`src/rtl/serial_rx_pkg.sv`:
```
// Shared definitions for the framed serial receive path: FSM state encoding
// and the default data width used by both the transmit and receive sides.
package serial_rx_pkg;

  localparam int SERIAL_RX_WIDTH = 4;

  typedef enum logic [1:0] {
    ST_IDLE   = 2'd0,
    ST_DATA   = 2'd1,
    ST_PARITY = 2'd2,
    ST_STOP   = 2'd3
  } rx_state_e;

endpackage : serial_rx_pkg

```
`src/rtl/serial_frame_receiver_if.sv`:
```
// Bundle of the receiver's line-side inputs and word-side outputs.
// master: the side driving the serial line (transmitter / testbench).
// slave:  the receiver itself.
interface serial_rx_if #(
  parameter int WIDTH = serial_rx_pkg::SERIAL_RX_WIDTH
);

  logic             sample_en;
  logic             serial_in;
  logic [WIDTH-1:0] data_out;
  logic             data_valid;
  logic             frame_err;
  logic             parity_err;
  logic             busy;

  modport master (
    output sample_en,
    output serial_in,
    input  data_out,
    input  data_valid,
    input  frame_err,
    input  parity_err,
    input  busy
  );

  modport slave (
    input  sample_en,
    input  serial_in,
    output data_out,
    output data_valid,
    output frame_err,
    output parity_err,
    output busy
  );

endinterface : serial_rx_if

```
`src/rtl/sipo_shift_reg.sv`:
```
// Serial-in parallel-out shift register. New bits enter at the LSB, so after
// WIDTH shifts the first bit received sits in the MSB.
module sipo_shift_reg #(
  parameter int WIDTH = 4
) (
  input  logic             clk,
  input  logic             rst,
  input  logic             shift_en_i,
  input  logic             bit_i,
  output logic [WIDTH-1:0] data_o
);

  logic [WIDTH-1:0] data_q;

  // Left shift on enable; cleared by reset so a partial frame is discarded.
  // NOTE: the shift register is reset (not left uninitialised like a RAM)
  // because its reset value is architecturally visible after a mid-frame reset.
  always_ff @(posedge clk or negedge rst) begin
    if (!rst) begin
      data_q <= '0;
    end else if (shift_en_i) begin
      // NOTE: non-blocking assignment so every flop samples pre-edge values.
      data_q <= {data_q[WIDTH-2:0], bit_i};
    end
  end

  assign data_o = data_q;

endmodule : sipo_shift_reg

```
`src/rtl/serial_frame_receiver.sv`:
```
// Framed serial receiver: start bit 0, WIDTH data bits MSB-first, optional
// even-parity bit, stop bit 1. Presents each good word with a one-cycle
// data_valid strobe; bad stop bits and parity mismatches pulse error flags.
// Optional feature macro: SERIAL_RX_PARITY_EN (adds the parity bit/check).
module serial_frame_receiver
  import serial_rx_pkg::*;
#(
  parameter int WIDTH = SERIAL_RX_WIDTH
) (
  input logic        clk,
  input logic        rst,
  serial_rx_if.slave rx
);

  localparam int                 CNT_W    = $clog2(WIDTH);
  localparam logic [CNT_W-1:0]   CNT_LAST = CNT_W'(WIDTH - 1);

  rx_state_e        state_q, state_d;
  logic [CNT_W-1:0] cnt_q, cnt_d;
  logic [WIDTH-1:0] data_q, data_d;
  logic             valid_q, valid_d;
  logic             ferr_q, ferr_d;
  logic             shift_en;
  logic [WIDTH-1:0] shift_word;
`ifdef SERIAL_RX_PARITY_EN
  logic             mis_q, mis_d;
  logic             perr_q, perr_d;
`endif

  sipo_shift_reg #(.WIDTH(WIDTH)) u_shift (
    .clk        (clk),
    .rst        (rst),
    .shift_en_i (shift_en),
    .bit_i      (rx.serial_in),
    .data_o     (shift_word)
  );

  // State, counter, held word and registered pulse flags.
  always_ff @(posedge clk or negedge rst) begin
    if (!rst) begin
      state_q <= ST_IDLE;
      cnt_q   <= '0;
      data_q  <= '0;
      valid_q <= 1'b0;
      ferr_q  <= 1'b0;
`ifdef SERIAL_RX_PARITY_EN
      mis_q   <= 1'b0;
      perr_q  <= 1'b0;
`endif
    end else begin
      state_q <= state_d;
      cnt_q   <= cnt_d;
      data_q  <= data_d;
      valid_q <= valid_d;
      ferr_q  <= ferr_d;
`ifdef SERIAL_RX_PARITY_EN
      mis_q   <= mis_d;
      perr_q  <= perr_d;
`endif
    end
  end

  // Next-state and pulse decode; everything holds and pulses drop while
  // sample_en is low.
  always_comb begin
    // NOTE: every signal gets a default first so no path infers a latch.
    state_d  = state_q;
    cnt_d    = cnt_q;
    data_d   = data_q;
    valid_d  = 1'b0;
    ferr_d   = 1'b0;
    shift_en = 1'b0;
`ifdef SERIAL_RX_PARITY_EN
    mis_d    = mis_q;
    perr_d   = 1'b0;
`endif
    if (rx.sample_en) begin
      case (state_q)
        ST_IDLE: begin
          if (!rx.serial_in) begin
            state_d = ST_DATA;
            cnt_d   = '0;
`ifdef SERIAL_RX_PARITY_EN
            mis_d   = 1'b0;
`endif
          end
        end
        ST_DATA: begin
          shift_en = 1'b1;
          if (cnt_q == CNT_LAST) begin
            cnt_d = '0;
`ifdef SERIAL_RX_PARITY_EN
            state_d = ST_PARITY;
`else
            state_d = ST_STOP;
`endif
          end else begin
            cnt_d = cnt_q + 1'b1;
          end
        end
`ifdef SERIAL_RX_PARITY_EN
        ST_PARITY: begin
          // Even parity: data bits XOR parity bit must be zero.
          mis_d   = rx.serial_in ^ (^shift_word);
          state_d = ST_STOP;
        end
`endif
        ST_STOP: begin
          // A low stop bit is a framing error, never a new start bit.
          state_d = ST_IDLE;
          if (!rx.serial_in) begin
            ferr_d = 1'b1;
`ifdef SERIAL_RX_PARITY_EN
          end else if (mis_q) begin
            perr_d = 1'b1;
`endif
          end else begin
            data_d  = shift_word;
            valid_d = 1'b1;
          end
        end
        default: state_d = ST_IDLE;
      endcase
    end
  end

  assign rx.data_out   = data_q;
  assign rx.data_valid = valid_q;
  assign rx.frame_err  = ferr_q;
  assign rx.busy       = (state_q != ST_IDLE);
`ifdef SERIAL_RX_PARITY_EN
  assign rx.parity_err = perr_q;
`else
  assign rx.parity_err = 1'b0;
`endif

endmodule : serial_frame_receiver

```
`src/flat_wrapper.sv`:
```
// flat-port wrapper written by rule: the top's interface ports become plain ports
module serial_frame_receiver_flat import serial_rx_pkg::*;
#(
  parameter int WIDTH = SERIAL_RX_WIDTH
)
  (clk, rst, rx_sample_en, rx_serial_in, rx_data_out, rx_data_valid, rx_frame_err, rx_parity_err, rx_busy);
  serial_rx_if #(.WIDTH(WIDTH)) rx_i ();
  input logic clk;
  input logic rst;
  input wire logic [$bits(rx_i.sample_en)-1:0] rx_sample_en;
  input wire logic [$bits(rx_i.serial_in)-1:0] rx_serial_in;
  output wire logic [$bits(rx_i.data_out)-1:0] rx_data_out;
  output wire logic [$bits(rx_i.data_valid)-1:0] rx_data_valid;
  output wire logic [$bits(rx_i.frame_err)-1:0] rx_frame_err;
  output wire logic [$bits(rx_i.parity_err)-1:0] rx_parity_err;
  output wire logic [$bits(rx_i.busy)-1:0] rx_busy;
  assign rx_i.sample_en = rx_sample_en;
  assign rx_i.serial_in = rx_serial_in;
  assign rx_data_out = rx_i.data_out;
  assign rx_data_valid = rx_i.data_valid;
  assign rx_frame_err = rx_i.frame_err;
  assign rx_parity_err = rx_i.parity_err;
  assign rx_busy = rx_i.busy;
  serial_frame_receiver #(.WIDTH(WIDTH)) u_core (.clk(clk), .rst(rst), .rx(rx_i));
endmodule
```
`config.mk`:
```
export PLATFORM = sky130hd
export DESIGN_NAME = serial_frame_receiver_flat
export DESIGN_NICKNAME = d
export VERILOG_FILES = /design/src/rtl/serial_rx_pkg.sv /design/src/rtl/serial_frame_receiver_if.sv /design/src/rtl/sipo_shift_reg.sv /design/src/rtl/serial_frame_receiver.sv /design/src/flat_wrapper.sv
export SDC_FILE = /design/constraint.sdc
export NUM_CORES = 1
export LEC_CHECK = 0
export BUFFER_PORTS_ARGS = -buffer_cell sky130_fd_sc_hd__buf_4
export CAP_MARGIN = 25
export CORE_AREA = 2 2 39 41
export CTS_CLUSTER_DIAMETER = 60
export DETAILED_ROUTE_END_ITERATION = 6
export DIE_AREA = 0 0 41 43
export PLACE_DENSITY = 0.64
export REMOVE_ABC_BUFFERS = 1
export SLEW_MARGIN = 15
export SYNTH_ARGS = -nofsm -noshare
export SYNTH_HDL_FRONTEND = slang
export SYNTH_HIERARCHICAL = 1
export SYNTH_SLANG_ARGS = --single-unit
export TNS_END_PERCENT = 10
```
`constraint.sdc`:
```
create_clock -name clk -period 1.7 [get_ports clk]
set_input_delay 0.255 -clock clk [delete_from_list [all_inputs] [get_ports clk]]
set_output_delay 0.255 -clock clk [all_outputs]
set_load 0.05 [all_outputs]
```
==> results of run 1 <==
==> final cells by class <==
| class | instances | area (µm²) | area share, % |
|---|---|---|---|
| inverters | 3 | 11.3 | 1.60 |
| flip-flops and latches | 14 | 350 | 49.9 |
| well taps | 16 | 20.0 | 2.85 |
| multi-input cells | 23 | 191 | 27.3 |
| clock buffers | 4 | 36.3 | 5.17 |
| repair buffers | 12 | 92.6 | 13.2 |
==> worst max path at each step <==
stage                             startpoint                              endpoint  cells after the start
6_report       u_core/state_q[1]$_DFFE_PN0P_                               rx_busy                      2
5_1_grt        u_core/state_q[1]$_DFFE_PN0P_                               rx_busy                      2
4_1_cts        u_core/state_q[1]$_DFFE_PN0P_                               rx_busy                      2
3_5_place_dp   u_core/state_q[1]$_DFFE_PN0P_                               rx_busy                      2
3_3_place_gp   u_core/state_q[0]$_DFFE_PN0P_  u_core/u_shift/data_o[2]$_DFFE_PN0P_                      4
2_1_floorplan  u_core/state_q[0]$_DFFE_PN0P_  u_core/u_shift/data_o[0]$_DFFE_PN0P_                      3
==> registers in the layout, indices dropped and copies added (netlist names) <==
name,flops
u_core/rx.data_valid,1
u_core/rx.data_out,4
u_core/rx.frame_err,1
u_core/u_shift/data_o,4
u_core/state_q,2
u_core/cnt_q,2
==> worst reg2reg max path: stages, from the launching register on <==
cell	delay, ns
dfrtp_1	0.41
nand2_1	0.09
nor2_1	0.09
buf_4	0.16
mux2_2	0.33
==> power breakdown <==
group	switching, W	internal, W
registers	0.0000845	0.000466
clock network	0.000103	0.000130
logic	0.000306	0.000225
total	0.000493	0.000821
==> placed cells by master (no fill, tap or decap), types with 2 or more instances in the layout <==
| cell type | synthesis | layout |
|---|---|---|
| a22o_1 | 3 | 3 |
| nor2_1 | 2 | 2 |
| dfrtp_1 | 14 | 14 |
| mux2_2 | 8 | 8 |
| a21oi_1 | 2 | 2 |
| buf_4 | 1 | 11 |
| clkbuf_4 | 0 | 3 |
| inv_1 | 3 | 3 |
==> routing by layer <==
metal | part of all wire, % | vias to the layer above
met4 | 0 | 0
li1 | - | 171
met1 | 51 | 159
met3 | 5.4 | 0
met2 | 44 | 8
met5 | 0 | -
==> logic make-up (layout without fill, tap and decap cells) <==
kind of cell    count (synthesis)  count (layout)  share of synthesized area [%]
flops                          14              14                           62.5
buf+inv                         4              19                           3.35
simple gates                    7               7                           7.81
mux                             8               8                           16.1
fa+ha+maj                       1               1                           2.23
compound gates                  6               6                           7.37
other cells                     1               1                          0.669
==> stage by stage <==
stage / util [%] / cell area (µm²) / instances / hold WS (ns)
floorplan: - / 553 / 40 / -0.0406
global placement: 47.4 / 656 / 67 / 0.113
detailed placement: 47.4 / 656 / 67 / 0.111
CTS: 50.7 / 702 / 72 / 0.147
global route: 50.7 / 702 / 72 / 0.162
finish: 50.7 / 702 / 72 / 0.158
==> repair_timing <==
action                                  CTS  global route
endpoints found under the setup margin    0             0
endpoints found under the hold margin    14             0
hold buffers                              1             0
gates resized for setup                   0             0
==> results by group, run 1 <==
Yosys
  – Synth warn: 6
  – Syn Inst Count: 41
  – Synth async-reset ratio: 100%
  – EDFF count, synth: 0
  – Commonest cells post-synth: 14 x dfrtp_1, 8 x mux2_2, 3 x a22o_1, 3 x inv_1
  – Post-synth cell types: 15
  – #FFs+latches synth: 14
  – Netlist Area Pre-Place: between 500 and 600 µm²
  – Ys flop type: dfrtp_1
  – Yosys top cell area share: between 60% and 70%
  – Most common cell in the synthesized netlist: dfrtp_1
  – Sequential fraction of the synthesis area: a little over three fifths
  – Yosys top cell by area: dfrtp_1
  – Synth area leaders: dfrtp_1 63%, mux2_2 16%, a22o_1 4.7%
  – Synthesized area per cell: 13.7 µm²

Critical path
  – Register-to-register setup slack: around 0.52 ns
  – Kind of critical path: register to output pin
  – Endpoint class of the critical path: output pin
  – Crit-path max FO: 7
  – Highest-delay cell along the critical path: dfrtp_1
  – Critical Path AT: roughly 1.2 ns
  – Crit-path cells: or2_2, buf_4
  – Reg-to-reg endpoint: u_core/u_shift/data_o[0]$_DFFE_PN0P_
  – Top Family by Delay on Critical Path: flip-flops
  – Bufs and invs on worst path: 1
  – Reg-to-Reg Start: u_core/state_q[0]$_DFFE_PN0P_
  – Critical Path Start Type: register
  – Critical Path RT: around 1.4 ns
  – R2R depth: 4
  – Worst stage delay on the critical path: between 0.4 and 0.5 ns

Floorplan
  – Floorplan core area: 1380 µm²
  – Initial Util: between 40% and 50%
  – IO Pins: 12
  – Std cell rows: 14
  – Die Y: roughly 43 µm
  – DIE WIDTH: 41 µm
  – Die ar.: 1760 µm²

Placed design
  – Setup WS pre-CTS: between 0.5 and 0.6 ns
  – DP Wirelength: around 570 µm
  – Placer Congestion: about 0.63
  – IO Port Bufs: 10

Hold path
  – Worst Hold Class: input port to register
  – Hold EP: u_core/rx.frame_err$_DFF_PN0_
  – Hold depth: 2
  – Hold Path Origin: rx_serial_in

Finish
  – Layout area overhead: 25.2%
  – Final Net Count: 62
  – Fill count: approximately 130
  – # diodes: 0
  – Layout cells sized above 1: roughly 45%

Drt
  – Wire length per cell: between 10 and 15 µm
  – Via density: ~4.7
  – Final WL: ~800 µm
  – Routed Antenna Nets: 0
  – Drt pass-1 iters: 4
  – Vias: 338
  – Initial drt markers: 6
  – Post-route DRC: 0

Clock tree
  – H-tree depth: 1
  – Root Driver: clkbuf_4
  – CTS Sinks: 14
  – Clk_lat worst skew: 0.28 ns
  – Setup Buffers After CTS: 0
  – CTS tree: yes
  – CTS buffer count: 3
  – Clk buf depth: 2
  – Clock-pin slew on the worst setup and hold paths: roughly 0.08 ns

STA
  – Setup TNS Final: 0 ns
  – Post-layout min period: about 1.5 ns
  – Setup violators final: 0
  – Final Max Tran Viols: 0
  – Final WS setup: roughly 0.22 ns
  – Final hold violations: 0
  – Fmax: approximately 0.68 GHz
  – Max Clock Skew: about 0.0057 ns
  – Final period utilization: roughly 87%
  – RSZ-0062 raised after global routing: false

Global routing
  – Met3 Usage GRT: 3.14%
  – Top Usage Layer GRT: met1
  – Vias in the first global route: slightly above 300
  – Grt total ovfl: 0
  – Initial antenna violation count: 0
  – Total GRT Usage: between 10% and 20%
  – GR Layer Usage met1: approximately 17%
  – First-pass GRT wire length: approximately 1300 µm
  – Largest net degree at the start of global routing: 15
  – Met2 usage: between 10% and 20%

Job
  – Max_cap viols: 0

Pwr
  – Peak supply drop: approximately 1.1 mV
  – P per Cell Area: approximately 1900 nW/µm²
  – Leak pwr: around 0.36 nW
  – Pwr Total: 0.00131 W

Outcome
  – Outcome: finished clean
No activity file was read; power rests on OpenSTA's default activity.
==> inputs of run 2 (changes only) <==
--- a/config.mk
+++ b/config.mk
@@ -7,11 +7,14 @@
 export LEC_CHECK = 0
 export BUFFER_PORTS_ARGS = -buffer_cell sky130_fd_sc_hd__buf_4
 export CAP_MARGIN = 25
-export CORE_AREA = 2 2 39 41
+export CELL_PAD_IN_SITES_DETAIL_PLACEMENT = 0
+export CELL_PAD_IN_SITES_GLOBAL_PLACEMENT = 1
+export CORE_MARGIN = 2
+export CORE_UTILIZATION = 39
 export CTS_CLUSTER_DIAMETER = 60
+export CTS_CLUSTER_SIZE = 20
 export DETAILED_ROUTE_END_ITERATION = 6
-export DIE_AREA = 0 0 41 43
-export PLACE_DENSITY = 0.64
+export PLACE_DENSITY = 0.72
 export REMOVE_ABC_BUFFERS = 1
 export SLEW_MARGIN = 15
 export SYNTH_ARGS = -nofsm -noshare
==> run 2 against run 1 <==
- clock power down 3%
- setup slack got worse by 0.0047 ns
- power rose by 0.28%
- hold slack improved by 0.017 ns
- via count grew 5.0%
- core utilization grew 2.5 points
- fmax is 0.31% lower
- critical path type unchanged
==> results by group, run 2 (same netlist as run 1, synthesis figures left out) <==
STA
  – RSZ-0062 raised after global routing: false
  – Setup TNS Final: 0 ns (unchanged)
  – Final Max Tran Viols: 0 (unchanged)
  – Final WS setup: 0.218 ns (-0.00466 ns)
  – Final period utilization: 87.2% (+0.27 points)
  – Final hold violations: 0 (unchanged)
  – Max Clock Skew: 0.000277 ns (-0.00545 ns)
  – Setup violators final: 0 (unchanged)
  – Post-layout min period: 1.48 ns (+0.00466 ns)
  – Fmax: 0.675 GHz (-0.31%)

Clock tree
  – Post-cts sizing count: 0 (unchanged)
  – Post-cts hold buffer count: 1 (unchanged)
  – CTS Sinks: 14 (unchanged)
  – Clock-pin slew on the worst setup and hold paths: 0.08 ns (about the same)
  – Setup Buffers After CTS: 0 (unchanged)
  – H-tree depth: 1 (unchanged)
  – CTS buffer count: 3 (unchanged)
  – Root Driver: clkbuf_4
  – Clk_lat worst skew: 0.27 ns (about the same)
  – Clk buf depth: 2 (unchanged)
  – CTS tree: yes

Floorplan
  – Initial Util: 42.5% (+2.0 points)
  – DIE WIDTH: 41.9 µm (+2.2%)
  – Die Y: 41.9 µm (-2.5%)
  – IO Pins: 12 (unchanged)
  – Die ar.: 1760 µm² (-0.37%)
  – Floorplan core area: 1320 µm² (-4.8%)
  – Std cell rows: 13 (-1)

Critical path
  – Critical Path AT: 1.23 ns (about the same)
  – Worst stage delay on the critical path: 0.45 ns (about the same)
  – Kind of critical path: register to output pin
  – Crit-path cells: or2_2, buf_4
  – Crit-path max FO: 7 (unchanged)
  – Top Family by Delay on Critical Path: flip-flops
  – Highest-delay cell along the critical path: dfrtp_1
  – Critical Path Start Type: register
  – Critical Path RT: 1.44 ns (about the same)
  – Endpoint class of the critical path: output pin
  – Bufs and invs on worst path: 1 (unchanged)

Global routing
  – Initial antenna violation count: 0 (unchanged)
  – First-pass GRT wire length: 1640 µm (+23%)
  – Total GRT Usage: 12.7% (+0.66 points)
  – Vias in the first global route: 372 (+20%)
  – Largest net degree at the start of global routing: 15 (unchanged)
  – Grt total ovfl: 0 (unchanged)

Placed design
  – Placer Congestion: 0.640 (+0.93%)
  – DP Wirelength: 704 µm (+23%)
  – Placed instance count: 66 (-1.5%)
  – IO Port Bufs: 10 (unchanged)
  – Setup WS pre-CTS: 0.493 ns (-0.0233 ns)

Finish
  – # diodes: 0 (unchanged)
  – Layout Cells excl Fill: 71 (-1.4%)
  – Final Net Count: 62 (unchanged)
  – Commonest non-fill, non-tap cell in the layout: dfrtp_1
  – Most frequent cells in the layout: 14 x dfrtp_1, 11 x buf_4, 8 x mux2_2
  – Layout cells sized above 1: 44.6% (unchanged)
  – Layout area overhead: 25.0%

Pwr
  – Peak supply drop: 0.793 mV (-29%)
  – Leak pwr: 0.355 nW (unchanged)
  – P per Cell Area: 1880 nW/µm² (+0.46%)

Drt
  – Post-route DRC: 0 (unchanged)
  – Final WL: 927 µm (+16%)
  – Wire length per cell: 13.1 µm (+18%)
  – Drt pass-1 iters: 2 (-2)
  – Routed Antenna Nets: 0 (unchanged)
  – Vias: 355 (+5.0%)
  – Via density: 5.00 (+6.5%)
  – Initial drt markers: 1 (-5)

Job
  – Max_cap viols: 0 (unchanged)

Hold path
  – Worst Hold Class: input port to register

Outcome
  – Outcome: finished clean
run 2: final timing paths:
check / cells past startpoint / endpoint / start / slack, ns
max: 2 / rx_busy / u_core/state_q[1]$_DFFE_PN0P_ / 0.22
min: 2 / u_core/rx.frame_err$_DFF_PN0_ / rx_serial_in / 0.18
max reg2reg: 4 / u_core/u_shift/data_o[3]$_DFFE_PN0P_ / u_core/state_q[0]$_DFFE_PN0P_ / 0.48
min reg2reg: 1 / u_core/cnt_q[1]$_DFFE_PN0P_ / u_core/cnt_q[1]$_DFFE_PN0P_ / 0.51
max in group asynchronous: 2 / u_core/state_q[1]$_DFFE_PN0P_ / rst / 1.17
min in group asynchronous: 2 / u_core/rx.frame_err$_DFF_PN0_ / rst / 0.36
run 2: final cells by class:
cell class	instances	area (µm²)
well taps	15	18.8
repair buffers	12	92.6
multi-input cells	23	191
clock buffers	4	36.3
flip-flops and latches	14	350
fillers	112	617
inverters	3	11.3
run 2: metal layers:
layer	up-vias	global-route usage [%]	routed length, µm
li1	169	-	-
met1	179	13.9	397
met2	7	21.9	483
met3	0	4.35	46
met4	0	5.81	0
met5	-	0	0
run 2: metrics by stage:
step / hold WS [ns] / power, W / utilization (%) / cell area [µm²]
floorplan: -0.0406 / 0.000933 / - / 553
global placement: 0.106 / 0.00108 / 49.7 / 654
detailed placement: 0.112 / 0.00110 / 49.7 / 654
CTS: 0.164 / 0.00134 / 53.2 / 701
global route: 0.157 / 0.00141 / 53.2 / 701
finish: 0.176 / 0.00132 / 53.2 / 701
run 2: where the power goes:
part / switching [W] / internal (W) / total (W)
Clock: 0.0000958 / 0.000130 / 0.000226
Sequential: 0.0000906 / 0.000466 / 0.000557
Combinational: 0.000310 / 0.000225 / 0.000535
run 2: worst reg2reg max path, cell delays in order, from the launching register on:
cell     delay [ns]
dfrtp_1        0.42
nand2_1        0.10
nor2_1         0.10
buf_4          0.16
mux2_2         0.33
==> inputs of run 3 (changes only) <==
--- a/config.mk
+++ b/config.mk
@@ -9,6 +9,7 @@
 export CAP_MARGIN = 25
 export CELL_PAD_IN_SITES_DETAIL_PLACEMENT = 0
 export CELL_PAD_IN_SITES_GLOBAL_PLACEMENT = 1
+export CORE_ASPECT_RATIO = 1.1
 export CORE_MARGIN = 2
 export CORE_UTILIZATION = 39
 export CTS_CLUSTER_DIAMETER = 60
==> run 3 against run 2 <==
- hold slack worse by 0.0048 ns
- global-route usage is 0.96 points higher
- die area hardly changed
- clock skew is 0.0019 ns higher
- flip-flop and latch count stayed put
- sequential power is 0.7% higher
- largest cell class unchanged
- cell area is 0.89% lower
==> results by group, run 3 (same netlist as run 1, synthesis figures left out) <==
Outcome
  – Outcome: finished clean

Critical path
  – Reg-to-reg endpoint: u_core/u_shift/data_o[2]$_DFFE_PN0P_
  – R2R depth: 3 (-1)
  – Crit-path max FO: 7 (unchanged)
  – Kind of critical path: register to output pin
  – Highest-delay cell along the critical path: dfrtp_1
  – Endpoint class of the critical path: output pin
  – Top Family by Delay on Critical Path: flip-flops
  – Reg-to-Reg Start: u_core/state_q[0]$_DFFE_PN0P_
  – Critical Path RT: 1.44 ns (about the same)
  – Critical Path Start Type: register
  – Register-to-register setup slack: 0.28 ns (-0.20 ns)
  – Critical Path AT: 1.22 ns (about the same)
  – Worst stage delay on the critical path: 0.45 ns (about the same)
  – Bufs and invs on worst path: 1 (unchanged)
  – Crit-path cells: or2_2, buf_4

Clock tree
  – Setup Buffers After CTS: 0 (unchanged)
  – Clk_lat worst skew: 0.27 ns (about the same)
  – Post-cts hold buffer count: 1 (unchanged)
  – Root Driver: clkbuf_4
  – CTS buffer count: 3 (unchanged)
  – H-tree depth: 1 (unchanged)
  – CTS Sinks: 14 (unchanged)
  – Post-cts sizing count: 0 (unchanged)
  – CTS tree: yes
  – Clock-pin slew on the worst setup and hold paths: 0.08 ns (about the same)
  – Clk buf depth: 2 (unchanged)

Hold path
  – Hold depth: 2 (unchanged)
  – Hold EP: u_core/rx.frame_err$_DFF_PN0_
  – Hold Path Origin: rx_serial_in
  – Worst Hold Class: input port to register

STA
  – Post-layout min period: 1.48 ns (-0.00615 ns)
  – Fmax: 0.677 GHz (+0.42%)
  – Slew margin rel.: 65.6%
  – Final period utilization: 86.8% (-0.36 points)
  – Setup TNS Final: 0 ns (unchanged)
  – RSZ-0062 raised after global routing: false
  – Max Clock Skew: 0.00215 ns (+0.00188 ns)
  – Worst-Margin Slew: ~0.5 ns
  – Setup violators final: 0 (unchanged)
  – Final hold violations: 0 (unchanged)
  – Final Max Tran Viols: 0 (unchanged)

Global routing
  – Largest net degree at the start of global routing: 15 (unchanged)
  – Met2 usage: 21.9% (+0.060 points)
  – Top Usage Layer GRT: met2
  – Total GRT Usage: 13.6% (+0.96 points)
  – Met3 Usage GRT: 3.08% (-1.3 points)
  – Initial antenna violation count: 0 (unchanged)
  – GR Layer Usage met1: 15.8% (+1.9 points)
  – First-pass GRT wire length: 1550 µm (-5.5%)
  – Grt total ovfl: 0 (unchanged)
  – Vias in the first global route: 370 (-0.54%)

Finish
  – # diodes: 0 (unchanged)
  – Final Net Count: 61 (-1.6%)
  – Commonest non-fill, non-tap cell in the layout: dfrtp_1
  – Layout cells sized above 1: 43.6% (-1.0 points)
  – Most frequent cells in the layout: 14 x dfrtp_1, 10 x buf_4, 8 x mux2_2
  – Layout Cells excl Fill: 71 (unchanged)
  – Fill count: 126 (+13%)
  – Layout area overhead: 23.9%

Drt
  – Via density: 4.82 (-3.7%)
  – Final WL: 903 µm (-2.6%)
  – Vias: 342 (-3.7%)
  – Wire length per cell: 12.7 µm (-2.6%)
  – Initial drt markers: 0 (-1)
  – Drt pass-1 iters: 1 (-1)
  – Post-route DRC: 0 (unchanged)
  – Routed Antenna Nets: 0 (unchanged)

Job
  – Max_cap viols: 0 (unchanged)

Floorplan
  – IO Pins: 12 (unchanged)
  – Die ar.: 1760 µm² (about the same)
  – DIE WIDTH: 40.1 µm (-4.2%)
  – Floorplan core area: 1350 µm² (+2.4%)
  – Die Y: 43.8 µm (+4.4%)
  – Initial Util: 41.6% (-0.99 points)
  – Std cell rows: 14 (+1)

Placed design
  – IO Port Bufs: 10 (unchanged)
  – DP Wirelength: 709 µm (+0.64%)
  – Placed instance count: 66 (unchanged)
  – Placer Congestion: 0.647 (+1.0%)

Pwr
  – Leak pwr: 0.350 nW (-1.4%)
  – P per Cell Area: 1890 nW/µm² (+0.42%)
  – Peak supply drop: 0.771 mV (-2.8%)
==> run 3: area by class of cell <==
type	count	area (µm²)	area share (%)
Multi-Input combinational cell	23	191	27.6
Clock buffer	4	36.3	5.23
Timing Repair Buffer	11	85.1	12.3
Inverter	3	11.3	1.62
Tap cell	16	20.0	2.88
Sequential cell	14	350	50.5
==> run 3: per-layer routing <==
| layer | vias to the layer above | share of wire, % |
|---|---|---|
| met2 | 6 | 56 |
| met3 | 2 | 3.4 |
| met4 | 0 | 1.1 |
| met5 | - | 0 |
| met1 | 165 | 39 |
| li1 | 169 | - |
==> run 3: worst register-to-register path, cell delays in order, from the launching register on <==
cell and delay [ns]:
dfrtp_1 0.41, nand2_1 0.09, nor2_1 0.41, mux2_2 0.39
==> run 3: worst max path at each step <==
stage | start | to | slack (ns) | cells past startpoint
after floorplan | u_core/state_q[0]$_DFFE_PN0P_ | u_core/u_shift/data_o[0]$_DFFE_PN0P_ | 0.45 | 3
after global placement | u_core/state_q[0]$_DFFE_PN0P_ | u_core/u_shift/data_o[0]$_DFFE_PN0P_ | 0.36 | 3
after detailed placement | u_core/state_q[0]$_DFFE_PN0P_ | u_core/u_shift/data_o[2]$_DFFE_PN0P_ | 0.28 | 3
after CTS | u_core/state_q[1]$_DFFE_PN0P_ | rx_busy | 0.21 | 2
after global routing | u_core/state_q[0]$_DFFE_PN0P_ | u_core/u_shift/data_o[2]$_DFFE_PN0P_ | 0.14 | 3
final | u_core/state_q[1]$_DFFE_PN0P_ | rx_busy | 0.22 | 2
==> run 3: per-stage QoR <==
step	cell area, µm²	util (%)	hold slack, ns	total power [W]	setup WS [ns]
after detailed placement	648	48.1	0.110	0.00110	0.279
after CTS	694	51.5	0.162	0.00133	0.212
final	694	51.5	0.171	0.00131	0.224
after floorplan	553	-	-0.0406	0.000933	0.449
after global placement	648	48.1	0.106	0.00107	0.361
after global routing	694	51.5	0.164	0.00140	0.136
==> run 3: power by group <==
group          total [W]  leakage [nW]  switching, W  internal (W)
registers       0.000561         0.174     0.0000947      0.000466
logic           0.000524         0.155      0.000306      0.000217
clock network   0.000227        0.0210     0.0000970      0.000130
